$ cat src/rtl/ser_tx.sv
// rtl/ser_tx.sv - framed serial transmitter: start bit, DATA_W data bits LSB first, stop bit.
// Optional even-parity bit between data and stop when PARITY_EN is defined.
module ser_tx #(
    parameter int DATA_W       = 8,
    parameter int CLKS_PER_BIT = 4
) (
    input  logic              CLK,
    input  logic              n_Reset,
    input  logic [DATA_W-1:0] tx_data,
    input  logic              tx_valid,
    output logic              tx_ready,
    output logic              tx_out,
    output logic              busy,
    output logic              tx_done
);

    localparam int BAUD_W = (CLKS_PER_BIT > 1) ? $clog2(CLKS_PER_BIT) : 1;
    localparam int BIT_W  = $clog2(DATA_W + 1);
    localparam logic [BAUD_W-1:0] BAUD_LAST = BAUD_W'(CLKS_PER_BIT - 1);
    localparam logic [BIT_W-1:0]  BIT_LAST  = BIT_W'(DATA_W - 1);

    generate
        if (DATA_W < 1 || DATA_W > 16) begin : g_bad_data_w
            $error("ser_tx: DATA_W out of range 1..16");
        end
        if (CLKS_PER_BIT < 1 || CLKS_PER_BIT > 256) begin : g_bad_clks
            $error("ser_tx: CLKS_PER_BIT out of range 1..256");
        end
    endgenerate

    typedef enum logic [2:0] {
        IDLE,
        START,
        DATA,
`ifdef PARITY_EN
        PARITY,
`endif
        STOP
    } state_t;

    state_t              state;
    logic [BAUD_W-1:0]   baud;
    logic [BIT_W-1:0]    bit_cnt;
    logic [DATA_W-1:0]   shift;
    logic [DATA_W-1:0]   shift_next;
    logic                bit_end;
`ifdef PARITY_EN
    logic                par;
`endif

    assign shift_next = shift >> 1;
    assign bit_end    = (baud == BAUD_LAST);

    always_ff @(posedge CLK) begin
        if (!n_Reset) begin
            state    <= IDLE;
            baud     <= '0;
            bit_cnt  <= '0;
            shift    <= '0;
            tx_out   <= 1'b1;
            tx_ready <= 1'b1;
            busy     <= 1'b0;
            tx_done  <= 1'b0;
`ifdef PARITY_EN
            par      <= 1'b0;
`endif
        end else begin
            tx_done <= 1'b0;
            if (state != IDLE) begin
                baud <= bit_end ? '0 : baud + 1'b1;
            end
            case (state)
                IDLE: begin
                    if (tx_valid) begin
                        shift    <= tx_data;
                        baud     <= '0;
                        bit_cnt  <= '0;
                        state    <= START;
                        tx_out   <= 1'b0;
                        tx_ready <= 1'b0;
                        busy     <= 1'b1;
`ifdef PARITY_EN
                        par      <= ^tx_data;
`endif
                    end
                end
                START: begin
                    if (bit_end) begin
                        state  <= DATA;
                        tx_out <= shift[0];
                    end
                end
                DATA: begin
                    if (bit_end) begin
                        shift   <= shift_next;
                        bit_cnt <= bit_cnt + 1'b1;
                        if (bit_cnt == BIT_LAST) begin
`ifdef PARITY_EN
                            state  <= PARITY;
                            tx_out <= par;
`else
                            state  <= STOP;
                            tx_out <= 1'b1;
`endif
                        end else begin
                            tx_out <= shift_next[0];
                        end
                    end
                end
`ifdef PARITY_EN
                PARITY: begin
                    if (bit_end) begin
                        state  <= STOP;
                        tx_out <= 1'b1;
                    end
                end
`endif
                STOP: begin
                    // tx_ready and tx_done rise together on the last stop-bit edge
                    if (bit_end) begin
                        state    <= IDLE;
                        tx_ready <= 1'b1;
                        busy     <= 1'b0;
                        tx_done  <= 1'b1;
                    end
                end
                default: begin
                    state    <= IDLE;
                    tx_out   <= 1'b1;
                    tx_ready <= 1'b1;
                    busy     <= 1'b0;
                end
            endcase
        end
    end

endmodule

$ cat config.mk
export PLATFORM = sky130hd
export DESIGN_NAME = ser_tx
export DESIGN_NICKNAME = d
export VERILOG_FILES = /design/src/rtl/ser_tx.sv
export SDC_FILE = /design/constraint.sdc
export NUM_CORES = 1
export LEC_CHECK = 0
export BUFFER_PORTS_ARGS = -buffer_cell sky130_fd_sc_hd__buf_2
export CAP_MARGIN = 20
export CELL_PAD_IN_SITES_DETAIL_PLACEMENT = 0
export CELL_PAD_IN_SITES_GLOBAL_PLACEMENT = 1
export CORE_MARGIN = 3
export CORE_UTILIZATION = 46
export CTS_CLUSTER_SIZE = 30
export DETAILED_ROUTE_END_ITERATION = 16
export HOLD_SLACK_MARGIN = 0.02
export PLACE_DENSITY_LB_ADDON = 0.2
export SLEW_MARGIN = 20
export SYNTH_ARGS = -nofsm -noshare
export SYNTH_HDL_FRONTEND = slang
export SYNTH_SLANG_ARGS = --single-unit
$ cat constraint.sdc
create_clock -name CLK -period 3.5 [get_ports CLK]
set_input_delay 0.175 -clock CLK [delete_from_list [all_inputs] [get_ports CLK]]
set_output_delay 0.175 -clock CLK [all_outputs]
set_load 0.03 [all_outputs]
# Word-level counts from Yosys, hierarchy flattened

Index checks and enable logic that the tools add are counted.

Bits in registers: 21
Input port bits: 11

$add $sub $neg: 2
Equality and inequality tests: 10
Mux-type cells: 27
Bitwise logic cells: 2
Reduce and logical (&&, ||, !) cells: 9

Operators by type and width:

| kind                  | count |
|---|---|
| $mux W8               | 2 |
| $pmux W8 S2           | 1 |
| $mux W3               | 5 |
| $pmux W3 S4           | 1 |
| $ne A2 B2 Y1 const B  | 5 |
| $mux W1               | 8 |
| $mux W2               | 4 |
| $mux W4               | 2 |
| $pmux W4 S2           | 1 |
| $eq A3 B2 Y1 const B  | 2 |
| $pmux W1 S3           | 2 |
| $reduce_and A3 Y1     | 2 |
| $reduce_and A5 Y1     | 1 |
| $add A4 B1 Y4 const B | 1 |
| $eq A4 B3 Y1 const B  | 1 |
| $pmux W1 S4           | 1 |
| $reduce_and A4 Y1     | 1 |
| $eq A3 B1 Y1 const B  | 1 |
| $logic_not A3 Y1      | 1 |
| $reduce_bool A3 Y1    | 1 |
| $add A2 B1 Y2 const B | 1 |
| $eq A2 B2 Y1 const B  | 1 |
| $not A1 Y1            | 2 |
| $reduce_and A2 Y1     | 1 |
| other kinds (2)       | 2 |

# Logic depth before layout (Yosys ltp)

Gate-level depths: netlist (run 1).

Word-level depth: 5
Mapped depth: 6

# Least setup slack after synthesis (run 1)

OpenSTA, ideal clock, no wires.

Path type: register to register
Start point: register state[0]
End point: register busy
Arrival time: 1524 ps
Data required time: 3430 ps
Slack: 1906 ps
Stages on the path, launching flop included: 7
Path buffers: 1
Period minus slack after synthesis: 1594 ps
Cells stage by stage: dfxtp_1 > inv_1 > ha_1 > nor2b_2 > buf_6 > or4b_1 > a21oi_1

Cells in the longest elaborated chain, start to end: 4

RTL lines:

| item                                                | RTL line | text |
|---|---|---|
| start: declaration                                  | 41       | `state_t state;` |
| start signal: assignment                            | 56       | `state <= IDLE;` |
| start signal: assignment                            | 78       | `state <= START;` |
| start signal: assignment                            | 89       | `state <= DATA;` |
| $eq A3 B2 Y1 / $eq A3 B1 Y1 (equally long branches) | 72       | `case (state)` |
| $reduce_or A2 Y1 (no source line)                   | -        |  |
| $not A1 Y1 (no source line)                         | -        |  |
| $reduce_and A3 Y1 (no source line)                  | -        |  |
| end signal: assignment                              | 62       | `busy <= 1'b0;` |
| end signal: assignment                              | 81       | `busy <= 1'b1;` |
| end signal: assignment                              | 123      | `busy <= 1'b0;` |
| end: declaration                                    | 13       | `output logic busy,` |

Several ways; a longest one is shown, not always the timed one.
A chain may end at the register's enable or synchronous reset.

# Worst setup path in the final report (run 1)

Start point: register state[0]
End point: register bit_cnt[3]

Cells in the longest elaborated chain, start to end: 3

RTL lines:

| item                                                                       | RTL line | text |
|---|---|---|
| $eq A3 B2 Y1 / $logic_not A3 Y1 (equally long branches)                    | 72       |  |
| $ne A2 B2 Y1 (no source line) / $reduce_bool A2 Y1 (equally long branches) | -        |  |
| $reduce_and A3 Y1 (no source line)                                         | -        |  |
| end signal: assignment                                                     | 96       | `bit_cnt <= bit_cnt + 1'b1;` |
| end: declaration                                                           | 43       | `logic [BIT_W-1:0] bit_cnt;` |

Several ways; a longest one is shown, not always the timed one.

==> Flow_metrics.wiki, run 1 <==
{| class="wikitable"
! Metric !! Value
|-
| Antenna violations before repair || 0
|-
| Post-detailed-placement cell area || 1190 sq um
|-
| Static power due to leakage || 0.488 nW
|-
| Clock Pin Slew Worst Setup and Hold Paths || 110 ps
|-
| Number of buffers created by CTS || 3
|-
| Post-CTS setup buffers || 0
|-
| Result of the run || finished, final reports clean
|-
| Post-detail-place hpwl || 1630 um
|-
| Worst-path fanout max || 25
|-
| Worst Max-Slew Pin Slew || 917 ps
|-
| Clock root cell || sky130_fd_sc_hd__clkbuf_4
|-
| Pin count of the biggest net entering global routing || 26
|-
| Distinct cell type count of the synthesized netlist || 39
|-
| Port buffer count || 14
|-
| Avg Inst Size Synth || 9.14 sq um
|-
| Total track usage || 0.164
|-
| Number of flops mapped to enable cells by yosys || 0
|-
| Areal power density over the cells || 810 nW/um^2
|-
| Setup repair after global routing missed its margin || false
|-
| Synth Cell Area || 1130 sq um
|-
| Crit path DAT || 2450 ps
|-
| Final hold violation count || 0
|-
| Worst max-slew margin expressed relative to the limit || 0.388
|-
| Number of standard cells after synthesis || 124
|-
| Total number of clock tree sinks || 20
|-
| Critical Path Sink Type || flip-flop
|-
| Endpoints failing setup || 0
|-
| X dimension of the die || 55.6 um
|-
| Max-cap check violation count || 0
|-
| Most common cell after layout, fill and taps aside || sky130_fd_sc_hd__dfxtp_1
|-
| Number of warnings issued by yosys || 0
|-
| Total number of nets in the final design || 153
|-
| Part of the Yosys area used for sequential elements || 0.353
|-
| DR vias/cell || 6.04
|-
| Source of the worst hold timing path || tx_data[7]
|-
| Synthesis-to-finish area growth || 8.06%
|-
| Final ANT Viol Nets || 0
|-
| Maximum clock skew at final layout || 2.19 ps
|-
| Most common flop cell mapped by yosys || sky130_fd_sc_hd__dfxtp_1
|-
| Antenna diodes || 0
|-
| Startpoint Class || flip-flop
|-
| Number of global-route vias before repair || 856
|-
| Area enclosed by the die boundary || 3100 sq um
|-
| Maximum vdd drop || 431 uV
|-
| Setup slack after placement || 1240 ps
|-
| Placed Instances || 157
|-
| Asr flop ratio synth || 0
|-
| CP Launch Point || state[0]
|-
| Count of hold buffers inserted by post-cts repair || 0
|-
| Max Slew Vio Count || 0
|-
| CP required || 3680 ps
|-
| Placeable core region || 2280 sq um
|-
| Vias || 972
|-
| Vertical die dimension || 55.6 um
|-
| Fin crit period || 2270 ps
|-
| Detail-routed net length per standard cell || 14.5 um
|-
| Most frequent cells in the layout || sky130_fd_sc_hd__dfxtp_1 (20), sky130_fd_sc_hd__buf_2 (14), sky130_fd_sc_hd__a31oi_1 (12)
|-
| Effective utilization at floorplan || 0.498
|-
| Setup ws final || 1230 ps
|-
| Setup TNS || 0 ps
|-
| Origin of the critical flop-to-flop path || state[0]
|-
| FF+latch count, synth || 20
|-
| Ratio of cells with drive above 1 in the final layout || 0.165
|-
| Syn Nets || 143
|-
| Finished layout cell area || 1220 sq um
|-
| Final GP Congestion || 0.793
|-
| CTS-repair resized insts || 0
|-
| Class of the most critical hold timing path || in -> reg
|-
| Achievable clock frequency || 0.441 GHz
|-
| Site Rows || 17
|-
| Kind of critical path || reg -> reg
|-
| Top-Level Pins || 15
|-
| Grt ovf || 0
|-
| CTS Buffer Depth || 2
|-
| Share of the clock period used by the worst path after layout || 0.648
|-
| DRC marker count from the first detailed-route iteration || 26
|-
| Number of design rule violations left after detail routing || 0
|-
| Skew-Pair Late Insertion Delay || 310 ps
|-
| Clock tree from TritonCTS || done
|-
| Wire length after detailed routing || 2340 um
|-
| H-tree level count || 1
|-
| Number of non-filler instances in the completed layout || 161
|-
| First-pass GRT wire length || 4080 um
|-
| Number of iterations in the first detailed-routing pass || 4
|}
[cells in the mapped netlist, types with 2 or more instances]
| library cell | n | area [sq um] |
|---|---|---|
| sky130_fd_sc_hd__nor3_1 | 2 | 10.0 |
| sky130_fd_sc_hd__nand3b_1 | 3 | 22.5 |
| sky130_fd_sc_hd__a31oi_1 | 12 | 75.1 |
| sky130_fd_sc_hd__ha_1 | 8 | 100 |
| sky130_fd_sc_hd__nand2b_1 | 4 | 25.0 |
| sky130_fd_sc_hd__inv_1 | 5 | 18.8 |
| sky130_fd_sc_hd__nand4_1 | 2 | 12.5 |
| sky130_fd_sc_hd__o31ai_1 | 3 | 22.5 |
| sky130_fd_sc_hd__a21oi_1 | 6 | 30.0 |
| sky130_fd_sc_hd__nand2_1 | 5 | 18.8 |
| sky130_fd_sc_hd__nand3_1 | 2 | 10.0 |
| sky130_fd_sc_hd__clkbuf_1 | 5 | 18.8 |
| sky130_fd_sc_hd__buf_4 | 2 | 15.0 |
| sky130_fd_sc_hd__dfxtp_1 | 20 | 400 |
| sky130_fd_sc_hd__nor2b_1 | 5 | 31.3 |
| sky130_fd_sc_hd__o21ai_0 | 2 | 10.0 |
| sky130_fd_sc_hd__mux2i_1 | 8 | 80.1 |
| sky130_fd_sc_hd__nor2_1 | 3 | 11.3 |
| sky130_fd_sc_hd__a211oi_1 | 7 | 52.6 |
[worst paths after layout]
path	end	cells after the start	slack (ps)
worst max-delay path	bit_cnt[3]	5	1230
worst min-delay path	shift[7]	3	140
worst min register to register	busy	2	480
worst max register to register	bit_cnt[3]	5	1230
[critical path, cell delays in order, from the launching register on]
cell                       delay [ps]
sky130_fd_sc_hd__dfxtp_1          360
sky130_fd_sc_hd__inv_1            100
sky130_fd_sc_hd__ha_1             770
sky130_fd_sc_hd__nor2_1           150
sky130_fd_sc_hd__nor3_2           590
sky130_fd_sc_hd__o211ai_1         170
[flip-flops by register name (all words and copies together) (netlist names)]
register  flops
bit_cnt       4
tx_done       1
tx_out        1
baud          2
busy          1
state         2
tx_ready      1
shift         8
[layer usage]
metal / global-route usage / vias to the layer above / share of wire / routed length (um)
li1: - / 484 / - / -
met1: 0.241 / 461 / 0.48 / 1120
met2: 0.235 / 23 / 0.46 / 1080
met3: 0.0232 / 4 / 0.043 / 101
met4: 0.0729 / 0 / 0.014 / 32
met5: 0 / - / 0 / 0
[power by group]
part           internal, mW  total (mW)  switching (mW)
combinational         0.205       0.517           0.312
sequential            0.294       0.338          0.0437
clock                0.0635       0.137          0.0731
total                 0.563       0.992           0.429
[layout make-up]
| class | count | area (sq um) |
|---|---|---|
| Fill cell | 227 | 1050 |
| Multi-Input combinational cell | 90 | 664 |
| Sequential cell | 20 | 400 |
| Timing Repair Buffer | 14 | 70.1 |
| Clock buffer | 4 | 36.3 |
| Tap cell | 28 | 35.0 |
| Inverter | 5 | 18.8 |
[kinds of logic (layout without fill, tap and decap cells)]
logic type,after synthesis,after routing,synth area share
multiplexers,8,8,0.0706
AND/OR/NAND/NOR,34,34,0.183
AO/OA/AOI/OAI,40,40,0.244
buffers and inverters,14,23,0.0607
flip-flops,20,20,0.353
adder cells (fa/ha/maj),8,8,0.0883
[through the flow]
| step | hold WS (ps) | util | total power, mW |
|---|---|---|---|
| finish | 143 | 0.538 | 0.992 |
| global placement | 454 | 0.522 | 0.840 |
| detailed placement | 465 | 0.522 | 0.862 |
| CTS | 133 | 0.538 | 1.00 |
| global route | 149 | 0.538 | 1.09 |
| floorplan | 330 | - | 0.775 |
Power figures use the tool's default switching activity.
==> inputs of run 2 (changes only) <==
- CORE_ASPECT_RATIO: default -> 0.5
- CORE_UTILIZATION: 46 -> 38
- clock period: 3.5 -> 2 ns (I/O delays scaled with it)
==> Flow_metrics.wiki, run 2 (synthesis results as in run 1) <==
{| class="wikitable"
! Metric !! Value
|-
| Max-cap check violation count || 0 (unchanged)
|-
| Origin of the critical flop-to-flop path || state[0] (unchanged)
|-
| Worst-case register-to-register setup slack || 310 ps (was 1230 ps)
|-
| Crit path largest cell delay || 390 ps (was 770 ps)
|-
| Wire length after detailed routing || 2500 um (was 2340 um)
|-
| Number of flip-flops in the largest register || 8 (unchanged)
|-
| Worst Max-Slew Pin Slew || 467 ps (was 917 ps)
|-
| CP required || 2170 ps (was 3680 ps)
|-
| Achievable clock frequency || 0.591 GHz (was 0.441 GHz)
|-
| Final ANT Viol Nets || 0 (unchanged)
|-
| CP Launch Point || state[0] (unchanged)
|-
| Registers with the most flip-flops || shift: 8 flops, bit_cnt: 4 flops (unchanged)
|-
| X dimension of the die || 83.2 um (was 55.6 um)
|-
| Slowest CP cell || sky130_fd_sc_hd__dfxtp_1 (was sky130_fd_sc_hd__ha_1)
|-
| Clock Pin Slew Worst Setup and Hold Paths || 70 ps (was 110 ps)
|-
| Critical path, cell by cell || inv_1 -> ha_1 -> buf_4 -> nand2b_1 -> a31oi_1 -> a211oi_1 (was inv_1 -> ha_1 -> nor2_1 -> nor3_2 -> o211ai_1)
|-
| Count of hold buffers inserted by post-cts repair || 0 (unchanged)
|-
| Effective utilization at floorplan || 0.417 (was 0.498)
|-
| Vertical die dimension || 44.6 um (was 55.6 um)
|-
| Total of fill cells in the finished design || 267 (was 227)
|-
| Site Rows || 13 (was 17)
|-
| Endpoints failing setup || 0 (unchanged)
|-
| Clock root cell || sky130_fd_sc_hd__clkbuf_8 (was sky130_fd_sc_hd__clkbuf_4)
|-
| Class of the most critical hold timing path || in -> reg (unchanged)
|-
| Detail-routed net length per standard cell || 14.5 um (about the same)
|-
| Vias || 969 (was 972)
|-
| Total track usage || 0.140 (was 0.164)
|-
| Antenna violations before repair || 0 (unchanged)
|-
| Post-CTS setup buffers || 0 (unchanged)
|-
| Setup repair after global routing missed its margin || false (unchanged)
|-
| DR vias/cell || 5.60 (was 6.04)
|-
| Number of buffers created by CTS || 3 (unchanged)
|-
| Total number of clock tree sinks || 20 (unchanged)
|-
| Placeable core region || 2720 sq um (was 2280 sq um)
|-
| Total number of nets in the final design || 157 (was 153)
|-
| First-pass GRT wire length || 4120 um (was 4080 um)
|-
| DRC marker count from the first detailed-route iteration || 44 (was 26)
|-
| Synthesis-to-finish area growth || 12.1% (was 8.06%)
|-
| Worst max-slew margin expressed relative to the limit || 0.687 (was 0.388)
|-
| Static power due to leakage || 0.509 nW (was 0.488 nW)
|-
| Max Slew Vio Count || 0 (unchanged)
|-
| Pin count of the biggest net entering global routing || 15 (was 26)
|-
| Final hold violation count || 0 (unchanged)
|-
| Maximum clock skew at final layout || 1.65 ps (was 2.19 ps)
|-
| Critical Path Sink Type || flip-flop (unchanged)
|-
| Gate family responsible for the most delay along the worst path || flip-flops (was adder cells)
|-
| Grt ovf || 0 (unchanged)
|-
| Port buffer count || 14 (unchanged)
|-
| Share of the clock period used by the worst path after layout || 0.845 (was 0.648)
|-
| Number of global-route vias before repair || 878 (was 856)
|-
| Maximum vdd drop || 632 uV (was 431 uV)
|-
| CTS Buffer Depth || 2 (unchanged)
|-
| Fin crit period || 1690 ps (was 2270 ps)
|-
| Setup TNS || 0 ps (unchanged)
|-
| Placed Instances || 170 (was 157)
|-
| Kind of critical path || reg -> reg (unchanged)
|-
| Area enclosed by the die boundary || 3710 sq um (was 3100 sq um)
|-
| Antenna diodes || 0 (unchanged)
|-
| Worst path buffer plus inverter count || 2 (was 1)
|-
| Most common cell after layout, fill and taps aside || sky130_fd_sc_hd__dfxtp_1 (unchanged)
|-
| Top-Level Pins || 15 (unchanged)
|-
| Areal power density over the cells || 1440 nW/um^2 (was 810 nW/um^2)
|-
| Number of design rule violations left after detail routing || 0 (unchanged)
|-
| Worst-path fanout max || 9 (was 25)
|-
| Source of the worst hold timing path || tx_data[7] (unchanged)
|-
| Skew-Pair Late Insertion Delay || 260 ps (was 310 ps)
|-
| H-tree level count || 1 (unchanged)
|-
| Number of iterations in the first detailed-routing pass || 4 (unchanged)
|-
| CTS-repair resized insts || 0 (unchanged)
|-
| Most frequent cells in the layout || sky130_fd_sc_hd__dfxtp_1 (20), sky130_fd_sc_hd__buf_2 (14), sky130_fd_sc_hd__a31oi_1 (12) (unchanged)
|-
| Result of the run || finished, final reports clean (unchanged)
|-
| Clock tree from TritonCTS || done (unchanged)
|-
| Post-detail-place hpwl || 1770 um (was 1630 um)
|-
| Ratio of cells with drive above 1 in the final layout || 0.184 (was 0.165)
|-
| Startpoint Class || flip-flop (unchanged)
|-
| Crit path DAT || 1860 ps (was 2450 ps)
|-
| Top register by number of flip-flops || shift (unchanged)
|-
| Number of non-filler instances in the completed layout || 173 (was 161)
|-
| Final GP Congestion || 0.704 (was 0.793)
|}
==> run 2: cell count changes in the layout (fill, tap and decap cells not counted) <==
cell	before	now
sky130_fd_sc_hd__clkbuf_4	3	0
sky130_fd_sc_hd__clkbuf_8	1	3
sky130_fd_sc_hd__buf_4	0	4
==> run 2: per-stage QoR <==
step / hold WS (ps) / total power, mW / setup WS [ps] / util / area, sq um
after floorplan: 255 / 1.36 / 406 / - / 1130
after global placement: 402 / 1.55 / 376 / 0.453 / 1230
after detailed placement: 397 / 1.57 / 334 / 0.453 / 1230
after CTS: 118 / 1.84 / 300 / 0.468 / 1270
after global routing: 124 / 2.00 / 137 / 0.468 / 1270
final: 120 / 1.82 / 309 / 0.468 / 1270
==> run 2: final cells by class <==
cell class,count,area [sq um],area share
clock buffer,3,41.3,0.0325
inverter,5,18.8,0.0148
multi-input combinational,90,664,0.523
sequential,20,400,0.315
tap,37,46.3,0.0364
timing repair buffer,18,100,0.0787
==> run 2: metal layers <==
metal  wire length, um  track usage
met3                95       0.0502
met4                13       0.0261
met1              1370        0.184
met5                 0            0
met2              1020        0.226
==> run 2: power by group <==
part           total [mW]  internal [mW]  leakage [nW]  switching [mW]
clock               0.266          0.134        0.0216           0.132
combinational       0.965          0.408         0.323           0.558
sequential          0.593          0.516         0.164          0.0778
total                1.82           1.06         0.509           0.767
==> run 2: final timing paths <==
check             end  cells after the start
max reg2reg  shift[0]                      6
max          shift[0]                      6
min reg2reg      busy                      2
min          shift[7]                      3
==> run 2: worst min-delay path, stage by stage <==
cell and delay [ps]:
sky130_fd_sc_hd__buf_2 100, sky130_fd_sc_hd__nand4b_1 80, sky130_fd_sc_hd__a21oi_1 60
==> inputs of run 3 (changes only) <==
- CORE_UTILIZATION: 38 -> 42
- clock period: 2 -> 1.8 ns (I/O delays scaled with it)
==> Flow_metrics.wiki, run 3 (synthesis results as in run 1) <==
{| class="wikitable"
! Metric !! Value
|-
| Total of fill cells in the finished design || 242 (was 267)
|-
| Class of the most critical hold timing path || in -> reg (unchanged)
|-
| Depth of the worst register-to-register path || 5 (was 6)
|-
| Number of iterations in the first detailed-routing pass || 4 (unchanged)
|-
| Area enclosed by the die boundary || 3400 sq um (was 3710 sq um)
|-
| Setup repair after global routing missed its margin || false (unchanged)
|-
| Achievable clock frequency || 0.580 GHz (was 0.591 GHz)
|-
| Flip-flop and latch area || 400 sq um (unchanged)
|-
| Effective utilization at floorplan || 0.475 (was 0.417)
|-
| H-tree level count || 1 (unchanged)
|-
| Pin count of the biggest net entering global routing || 20 (was 15)
|-
| Number of flip-flops in the largest register || 8 (unchanged)
|-
| Worst-case register-to-register setup slack || 80 ps (was 310 ps)
|-
| Total number of clock tree sinks || 20 (unchanged)
|-
| Clock tree from TritonCTS || done (unchanged)
|-
| Areal power density over the cells || 1590 nW/um^2 (was 1440 nW/um^2)
|-
| Sum of internal, switching and leakage power || 2.02 mW (was 1.82 mW)
|-
| Maximum clock skew at final layout || 2.91 ps (was 1.65 ps)
|-
| Number of design rule violations left after detail routing || 0 (unchanged)
|-
| Most common cell after layout, fill and taps aside || sky130_fd_sc_hd__dfxtp_1 (unchanged)
|-
| Port buffer count || 14 (unchanged)
|-
| Post-CTS setup buffers || 0 (unchanged)
|-
| DR vias/cell || 5.58 (was 5.60)
|-
| Clock root cell || sky130_fd_sc_hd__clkbuf_8 (unchanged)
|-
| Placeable core region || 2390 sq um (was 2720 sq um)
|-
| Registers with the most flip-flops || shift: 8 flops, bit_cnt: 4 flops (unchanged)
|-
| Top register by number of flip-flops || shift (unchanged)
|-
| Relative contribution of sequential cells to total power || 0.328 (was 0.325)
|-
| Final ANT Viol Nets || 0 (unchanged)
|-
| Final core occ || 0.533 (was 0.468)
|-
| Total number of nets in the final design || 155 (was 157)
|-
| Endpoints failing setup || 0 (unchanged)
|-
| Antenna diodes || 0 (unchanged)
|-
| Relative contribution of combinational cells to total power || 0.524 (was 0.529)
|-
| Hold Path Cell Cnt || 3 (unchanged)
|-
| DRC marker count from the first detailed-route iteration || 43 (was 44)
|-
| Skew-Pair Late Insertion Delay || 260 ps (about the same)
|-
| Setup slack after placement || 15.9 ps (was 334 ps)
|-
| Final hold violation count || 0 (unchanged)
|-
| Share of the clock period used by the worst path after layout || 0.958 (was 0.845)
|-
| Post-detailed-placement cell area || 1220 sq um (was 1230 sq um)
|-
| Switching pwr || 0.849 mW (was 0.767 mW)
|-
| Setup ws final || 76.2 ps (was 309 ps)
|-
| CTS Buffer Depth || 2 (unchanged)
|-
| Switching Share || 0.420 (about the same)
|-
| Most frequent cells in the layout || sky130_fd_sc_hd__dfxtp_1 (20), sky130_fd_sc_hd__buf_2 (14), sky130_fd_sc_hd__a31oi_1 (12) (unchanged)
|-
| Site Rows || 12 (was 13)
|-
| Max Slew Vio Count || 0 (unchanged)
|-
| Worst max-slew margin expressed relative to the limit || 0.664 (was 0.687)
|-
| X dimension of the die || 79.5 um (was 83.2 um)
|-
| Antenna violations before repair || 0 (unchanged)
|-
| First-pass GRT wire length || 3840 um (was 4120 um)
|-
| Startpoint Class || flip-flop (unchanged)
|-
| Top-Level Pins || 15 (unchanged)
|-
| Vias || 943 (was 969)
|-
| Ratio of cells with drive above 1 in the final layout || 0.172 (was 0.184)
|-
| Max-cap check violation count || 0 (unchanged)
|-
| Detail-routed net length per standard cell || 14.2 um (was 14.5 um)
|-
| Total track usage || 0.144 (was 0.140)
|-
| Setup TNS || 0 ps (unchanged)
|-
| Fin crit period || 1720 ps (was 1690 ps)
|-
| Number of global-route vias before repair || 832 (was 878)
|-
| Kind of critical path || reg -> reg (unchanged)
|-
| Wire length after detailed routing || 2400 um (was 2500 um)
|-
| Static power due to leakage || 0.504 nW (was 0.509 nW)
|-
| Grt ovf || 0 (unchanged)
|-
| Number of buffers created by CTS || 3 (unchanged)
|-
| Final GP Congestion || 0.784 (was 0.704)
|-
| Post-detail-place hpwl || 1610 um (was 1770 um)
|-
| Result of the run || finished, final reports clean (unchanged)
|-
| Critical Path Sink Type || flip-flop (unchanged)
|-
| Finished layout cell area || 1270 sq um (about the same)
|-
| Clock power frac || 0.148 (was 0.146)
|-
| Cell internal pwr || 1.17 mW (was 1.06 mW)
|-
| Worst-path fanout max || 7 (was 9)
|-
| Clock Pin Slew Worst Setup and Hold Paths || 70 ps (about the same)
|-
| Maximum vdd drop || 1090 uV (was 632 uV)
|-
| Worst Max-Slew Pin Slew || 502 ps (was 467 ps)
|-
| CP required || 1990 ps (was 2170 ps)
|-
| Vertical die dimension || 42.7 um (was 44.6 um)
|-
| Area of the multi-input gates || 671 sq um (was 664 sq um)
|-
| Synthesis-to-finish area growth || 12.3% (was 12.1%)
|-
| Crit path DAT || 1910 ps (was 1860 ps)
|}
==> run 3: cell types whose count changed in the layout (fill, tap and decap cells not counted) <==
cell,change
sky130_fd_sc_hd__buf_4,-3
sky130_fd_sc_hd__buf_12,+1
sky130_fd_sc_hd__nor3_2,-1
sky130_fd_sc_hd__nor3_4,+1
==> run 3: metal layers <==
| metal | vias up | wire length, um | GRT usage |
|---|---|---|---|
| met1 | 438 | 1310 | 0.193 |
| met4 | 0 | 6 | 0.0103 |
| met2 | 11 | 977 | 0.224 |
| met5 | - | 0 | 0 |
| met3 | 2 | 111 | 0.0614 |
| li1 | 492 | - | - |
==> run 3: area by class of cell <==
class	instances	area share
clock buffer	3	0.0324
sequential	20	0.315
multi-input combinational	90	0.527
tap	35	0.0344
timing repair buffer	16	0.0767
inverter	5	0.0147
==> run 3: repair_timing <==
item / in CTS / in global routing
endpoints found under the setup margin: 1 / 0
resized for setup: 1 / 0
hold buffers: 0 / 0
==> run 3: final timing paths <==
path,startpoint,to
setup reg to reg,state[0],bit_cnt[3]
hold / removal,tx_data[7],shift[7]
hold reg to reg,busy,busy
setup / recovery,state[0],bit_cnt[3]
==> run 3: critical path, cell delays in order, from the launching register on <==
cell and delay (ps):
sky130_fd_sc_hd__dfxtp_1 390, sky130_fd_sc_hd__inv_1 100, sky130_fd_sc_hd__ha_1 300, sky130_fd_sc_hd__nor2b_1 230, sky130_fd_sc_hd__or4_1 530, sky130_fd_sc_hd__o211ai_1 100
==> run 3: power by group through the flow <==
stage	clock (mW)	sequential [mW]	combinational, mW
floorplan	0	0.699	0.807
global placement	0	0.669	1.03
detailed placement	0	0.671	1.03
CTS	0.302	0.661	1.06
global route	0.316	0.679	1.17
finish	0.298	0.663	1.06
==> run 3: per-stage QoR <==
| step | std cells | hold WS (ps) |
|---|---|---|
| 2_1_floorplan | 124 | 245 |
| 3_3_place_gp | 166 | 394 |
| 3_5_place_dp | 166 | 386 |
| 4_1_cts | 169 | 112 |
| 5_1_grt | 169 | 123 |
| 6_report | 169 | 118 |
